`src/rtl/serial_subtractor_if.sv`:
```
// Start/done handshake and operand/result bundle for serial_subtractor.
// The ovf member exists only when SERIAL_SUB_OVF_EN is defined.
interface serial_subtractor_if #(
   parameter int WIDTH = 8
);
   logic             start;
   logic [WIDTH-1:0] a;
   logic [WIDTH-1:0] b;
   logic             bin;
   logic             busy;
   logic             done;
   logic [WIDTH-1:0] diff;
   logic             bout;
`ifdef SERIAL_SUB_OVF_EN
   logic             ovf;
`endif

   modport master (
      output start, a, b, bin,
      input  busy, done, diff, bout
`ifdef SERIAL_SUB_OVF_EN
      , input ovf
`endif
   );

   modport slave (
      input  start, a, b, bin,
      output busy, done, diff, bout
`ifdef SERIAL_SUB_OVF_EN
      , output ovf
`endif
   );
endinterface

```
`src/rtl/serial_subtractor.sv`:
```
// Multi-cycle subtractor: diff = a - b - bin over WIDTH bits, SLICE bits per
// clock through a registered borrow chain. Optional signed-overflow flag is
// built only when SERIAL_SUB_OVF_EN is defined.
//
// state  | meaning
// IDLE   | waiting for start, busy=0 done=0
// RUN    | one slice per edge, down-counter holds slices remaining-1
// DONE   | one-cycle done pulse; start here begins the next operation
module serial_subtractor #(
   parameter int WIDTH = 8,
   parameter int SLICE = 1
) (
   input logic                clk,
   input logic                rst_n,
   serial_subtractor_if.slave io
);
   localparam int N  = WIDTH / SLICE;
   localparam int CW = (N > 1) ? $clog2(N) : 1;

   typedef enum logic [1:0] {S_IDLE, S_RUN, S_DONE} state_t;

   state_t           state_q, state_d;
   logic             accept, last;
   logic [CW-1:0]    cnt_q;
   logic [WIDTH-1:0] a_q, b_q, res_q, res_nxt;
   logic             br_q, br_nxt;
   logic [SLICE-1:0] d_sl;
   logic [WIDTH-1:0] diff_q;
   logic             bout_q;
`ifdef SERIAL_SUB_OVF_EN
   logic             a_msb_q, b_msb_q, ovf_q;
`endif

   // State register
   always_ff @(posedge clk or negedge rst_n) begin
      if (!rst_n) state_q <= S_IDLE;
      else        state_q <= state_d;
   end

   // Next-state decode; a terminal count of zero marks the final slice
   always_comb begin
      state_d = state_q;
      accept  = 1'b0;
      last    = 1'b0;
      case (state_q)
         S_IDLE: begin
            if (io.start) begin
               accept  = 1'b1;
               state_d = S_RUN;
            end
         end
         S_RUN: begin
            if (cnt_q == '0) begin
               last    = 1'b1;
               state_d = S_DONE;
            end
         end
         S_DONE: begin
            if (io.start) begin
               accept  = 1'b1;
               state_d = S_RUN;
            end else begin
               state_d = S_IDLE;
            end
         end
         default: state_d = S_IDLE;
      endcase
   end

   // Ripple the low slice of the shifted operands through SLICE subtractor cells
   always_comb begin
      br_nxt = br_q;
      d_sl   = '0;
      for (int i = 0; i < SLICE; i++) begin
         d_sl[i] = a_q[i] ^ b_q[i] ^ br_nxt;
         br_nxt  = (~a_q[i] & b_q[i]) | (~(a_q[i] ^ b_q[i]) & br_nxt);
      end
   end

   // New slice enters at the top so after N shifts slice 0 sits at bit 0
   assign res_nxt = (res_q >> SLICE) | (WIDTH'(d_sl) << (WIDTH - SLICE));

   // Operand/result datapath; visible outputs move only on the final slice
   always_ff @(posedge clk or negedge rst_n) begin
      if (!rst_n) begin
         cnt_q   <= '0;
         a_q     <= '0;
         b_q     <= '0;
         br_q    <= 1'b0;
         res_q   <= '0;
         diff_q  <= '0;
         bout_q  <= 1'b0;
`ifdef SERIAL_SUB_OVF_EN
         a_msb_q <= 1'b0;
         b_msb_q <= 1'b0;
         ovf_q   <= 1'b0;
`endif
      end else if (accept) begin
         cnt_q   <= CW'(N - 1);
         a_q     <= io.a;
         b_q     <= io.b;
         br_q    <= io.bin;
         res_q   <= '0;
`ifdef SERIAL_SUB_OVF_EN
         a_msb_q <= io.a[WIDTH-1];
         b_msb_q <= io.b[WIDTH-1];
`endif
      end else if (state_q == S_RUN) begin
         a_q   <= a_q >> SLICE;
         b_q   <= b_q >> SLICE;
         br_q  <= br_nxt;
         res_q <= res_nxt;
         if (last) begin
            diff_q <= res_nxt;
            bout_q <= br_nxt;
`ifdef SERIAL_SUB_OVF_EN
            ovf_q  <= (a_msb_q ^ b_msb_q) & (res_nxt[WIDTH-1] ^ a_msb_q);
`endif
         end else begin
            cnt_q <= cnt_q - 1'b1;
         end
      end
   end

   assign io.busy = (state_q == S_RUN);
   assign io.done = (state_q == S_DONE);
   assign io.diff = diff_q;
   assign io.bout = bout_q;
`ifdef SERIAL_SUB_OVF_EN
   assign io.ovf  = ovf_q;
`endif
endmodule

```
`src/flat_wrapper.sv`:
```
// flat-port wrapper written by rule: the top's interface ports become plain ports
module serial_subtractor_flat 
#(
   parameter int WIDTH = 8,
   parameter int SLICE = 1
)
  (clk, rst_n, io_start, io_a, io_b, io_bin, io_busy, io_done, io_diff, io_bout);
  serial_subtractor_if #(.WIDTH(WIDTH)) io_i ();
  input logic clk;
  input logic rst_n;
  input wire logic [$bits(io_i.start)-1:0] io_start;
  input wire logic [$bits(io_i.a)-1:0] io_a;
  input wire logic [$bits(io_i.b)-1:0] io_b;
  input wire logic [$bits(io_i.bin)-1:0] io_bin;
  output wire logic [$bits(io_i.busy)-1:0] io_busy;
  output wire logic [$bits(io_i.done)-1:0] io_done;
  output wire logic [$bits(io_i.diff)-1:0] io_diff;
  output wire logic [$bits(io_i.bout)-1:0] io_bout;
  assign io_i.start = io_start;
  assign io_i.a = io_a;
  assign io_i.b = io_b;
  assign io_i.bin = io_bin;
  assign io_busy = io_i.busy;
  assign io_done = io_i.done;
  assign io_diff = io_i.diff;
  assign io_bout = io_i.bout;
  serial_subtractor #(.WIDTH(WIDTH), .SLICE(SLICE)) u_core (.clk(clk), .rst_n(rst_n), .io(io_i));
endmodule
```
`config.mk`:
```
export PLATFORM = sky130hd
export DESIGN_NAME = serial_subtractor_flat
export DESIGN_NICKNAME = d
export VERILOG_FILES = /design/src/rtl/serial_subtractor_if.sv /design/src/rtl/serial_subtractor.sv /design/src/flat_wrapper.sv
export SDC_FILE = /design/constraint.sdc
export NUM_CORES = 1
export LEC_CHECK = 0
export CORE_ASPECT_RATIO = 0.6
export CORE_UTILIZATION = 25
export DETAILED_ROUTE_END_ITERATION = 7
export HOLD_SLACK_MARGIN = 0.03
export PLACE_DENSITY = 0.45
export SLEW_MARGIN = 0
export SYNTH_ARGS = -nofsm -noshare
export SYNTH_HDL_FRONTEND = slang
export SYNTH_SLANG_ARGS = --single-unit
```
`constraint.sdc`:
```
create_clock -name clk -period 3.5 [get_ports clk]
set_input_delay 0.875 -clock clk [delete_from_list [all_inputs] [get_ports clk]]
set_output_delay 0.875 -clock clk [all_outputs]
set_load 0.1 [all_outputs]
```
==> impl_metrics.ini <==
[clocking]
cts_root_buf = clkbuf_8
post_cts_resized = 0
clk_latency_ps = 290
clk_path_buf_depth = 2
cts_hold_buf = 0
post_cts_buffers = 0
numCtsBuffers = 5
cts.clk_slew.worst_paths_ps = 70
cts_tree = yes
cts.sinks = 38
cts_max_level = 2

[finish]
fin_nets = 201
diodes = 0
drive_gt1_share_pct = 19.55
layout_common_cells = dfrtp_1 (38), nand2_1 (27), clkdlybuf4s50_1 (18)
layout_commonest_cell = dfrtp_1
final_util_pct = 34.32
seqCellArea_um2 = 950.9
area_delta_synth_final_pct = 28.55
multi_input_area_um2 = 643.1
fill_cells = 622

[sta]
worst_slew_pin_slew_ps = 983.0
grt_setup_unrepaired = no
skew_ps = 5.842
fin_crit_sh_pct = 60.31
fin_crit_ps = 2111
setup_viol_count_final = 0
max_freq_mhz = 473.7
drv_slew = 0
hold_viol = 0
slew_headroom_pct = 34.47
setup_tns_ps = 0

[detailed_routing]
vias = 1191
ant_nets = 0
post_drt_via_cell_ratio = 4.529
drt_wl_total_um = 3643
dr.pass1.iters = 4
post-route-drc-count = 0
avgRoutedWirePerCell_um = 13.85
first_iter_violations = 53

[worst_setup_path]
worstPathMaxFanout = 27
worstSetupStartpointType = primary input
cp_cell_sequence = clkdlybuf4s50_1 > nand2b_1 > nor2_1 > a31oi_1
cp_slowest_stage_delay_ps = 510
cp.required_ps = 3620
cp_slowest_cell = nand2b_1
worstSetupEndpointType = flop
worst_ep_arrival_time_ps = 2230
crit_buf_inv = 1
path_delay_family = simple AND/OR/NAND/NOR gates
critPathKind = primary input to flop

[grt]
grt_pass1_vias = 1183
gr-total-overflow = 0
grt_pass1_wl_um = 6078
grt_max_degree = 39
grt_usage_pct = 11.60
antenna_found_initial = 0

[synth]
synth_area_leaders = dfrtp_1 (57%), mux2_4 (7.1%), nand2_1 (6.0%), a22o_1 (4.2%), a31oi_1 (3.7%)
netlist_area_um2 = 1683
syn_nets = 170
seq_area_frac_synth_pct = 56.51
yosysTopAreaCell = dfrtp_1
ys_ff_latch = 38
synth_top_area_share_pct = 56.51
syn_inst = 147
yosys_warnings = 0
synth_cell_types = 27
avgSynthCellArea_um2 = 11.45

[run]
drv_cap = 0

[place]
port_buffers = 30
dp_hpwl_um = 2421
gp_congestion = 0.7425

[floorplanning]
start_util_pct = 26.70
die_w_um = 107.9
ios = 31
core_region_area_um2 = 6304
die_h_um = 65.55
die-area_um2 = 7074
rows = 22

[hold_path]
hold_class = flop to flop

[power]
leakage_nw = 0.9834
peakVddDrop_mv = 0.3429
power_density_nw_per_um2 = 1098

[outcome]
status = complete, no violations
==> cells by family after synthesis <==
group | Yosys count | share of synthesized area, %
and+or+nand+nor | 52 | 14.57
DFF | 38 | 56.51
AOI/OAI and AO/OA | 32 | 13.83
buffers and inverters | 14 | 5.278
muxes | 8 | 7.138
adders and majority gates | 3 | 2.676
==> report_power, final <==
group	leakage [nW]	switching, W	internal [W]
Sequential	0.473	0.000114	0.000641
Combinational	0.439	0.000762	0.000394
Clock	0.0714	0.000159	0.000304
Total	0.983	0.00104	0.00134
==> final timing paths <==
path,from,endpoint,slack [ps],depth (start not counted)
max in group asynchronous,rst_n,u_core.b_q[5],2270,1
min in group asynchronous,rst_n,u_core.io.diff[1],680,1
hold reg to reg,u_core.a_q[3],u_core.a_q[3],500,2
setup / recovery,io_start,u_core.a_q[1],1390,4
setup reg to reg,u_core.cnt_q[0],u_core.io.diff[1],1840,5
hold / removal,u_core.a_q[3],u_core.a_q[3],500,2
==> per-layer routing <==
layer  vias to the layer above  part of all wire, %  global-route usage [%]  routed length [um]
met2                        23                   40                   14.58                1441
met3                         5                  5.8                   4.464                 210
met4                         0                  1.4                   5.137                  52
met1                       594                   53                   16.99                1939
li1                        569                    -                       -                   -
met5                         -                    0                       0                   0
==> worst reg2reg max path: cells and delay by family, from the launching register on <==
kind                       cells  cell delay (ps)
adders and majority gates      1              180
buffers and inverters          1              100
DFF                            1              390
muxes                          1              330
and+or+nand+nor                2              540
==> synth_stat cells <==
| cell | n |
|---|---|
| a311o_1 | 1 |
| buf_2 | 5 |
| nand2_1 | 27 |
| inv_2 | 1 |
| o31ai_1 | 1 |
| o21ai_0 | 3 |
| a31oi_1 | 10 |
| nor3_1 | 2 |
| nor2_4 | 1 |
| fa_1 | 1 |
| a21boi_1 | 1 |
| dfrtp_1 | 38 |
| a22o_1 | 8 |
| nor2_1 | 12 |
| nand2b_1 | 2 |
| inv_1 | 4 |
| or2b_4 | 1 |
| a21oi_1 | 2 |
| a221o_1 | 2 |
| a22oi_1 | 3 |
| nor2_8 | 1 |
| ha_1 | 2 |
| buf_6 | 4 |
| nand3_1 | 3 |
| nor2b_1 | 3 |
| mux2_4 | 8 |
| o211ai_1 | 1 |
==> stage by stage <==
| step | power [W] | instance area (um^2) | setup WS (ps) | hold slack, ps | instances |
|---|---|---|---|---|---|
| after floorplan | 0.001686 | 1683 | 898.3 | 465.8 | 147 |
| after global placement | 0.001901 | 2021 | 1157 | 487.2 | 255 |
| after detailed placement | 0.001924 | 2021 | 1115 | 487.3 | 255 |
| after CTS | 0.002395 | 2163 | 1427 | 506.7 | 263 |
| after global routing | 0.002515 | 2163 | 1216 | 513.2 | 263 |
| final | 0.002375 | 2163 | 1389 | 505.0 | 263 |
==> flip-flops by register name, summed over array words and instances, names as in the netlist <==
signal / count
u_core.a_q: 8
u_core.b_q: 8
u_core.br_q: 1
u_core.cnt_q: 3
u_core.io.bout: 1
u_core.io.diff: 8
u_core.res_q: 7
u_core.state_q: 2
==> final cells by class <==
type                    count  share of cell area [%]
flip-flops and latches     38                   43.96
multi-input cells          95                   29.73
repair buffers             33                   14.00
well taps                  84                   4.858
clock buffers               6                   3.817
clock inverters             2                   2.776
inverters                   5                  0.8676
No activity file was read; power rests on OpenSTA's default activity.
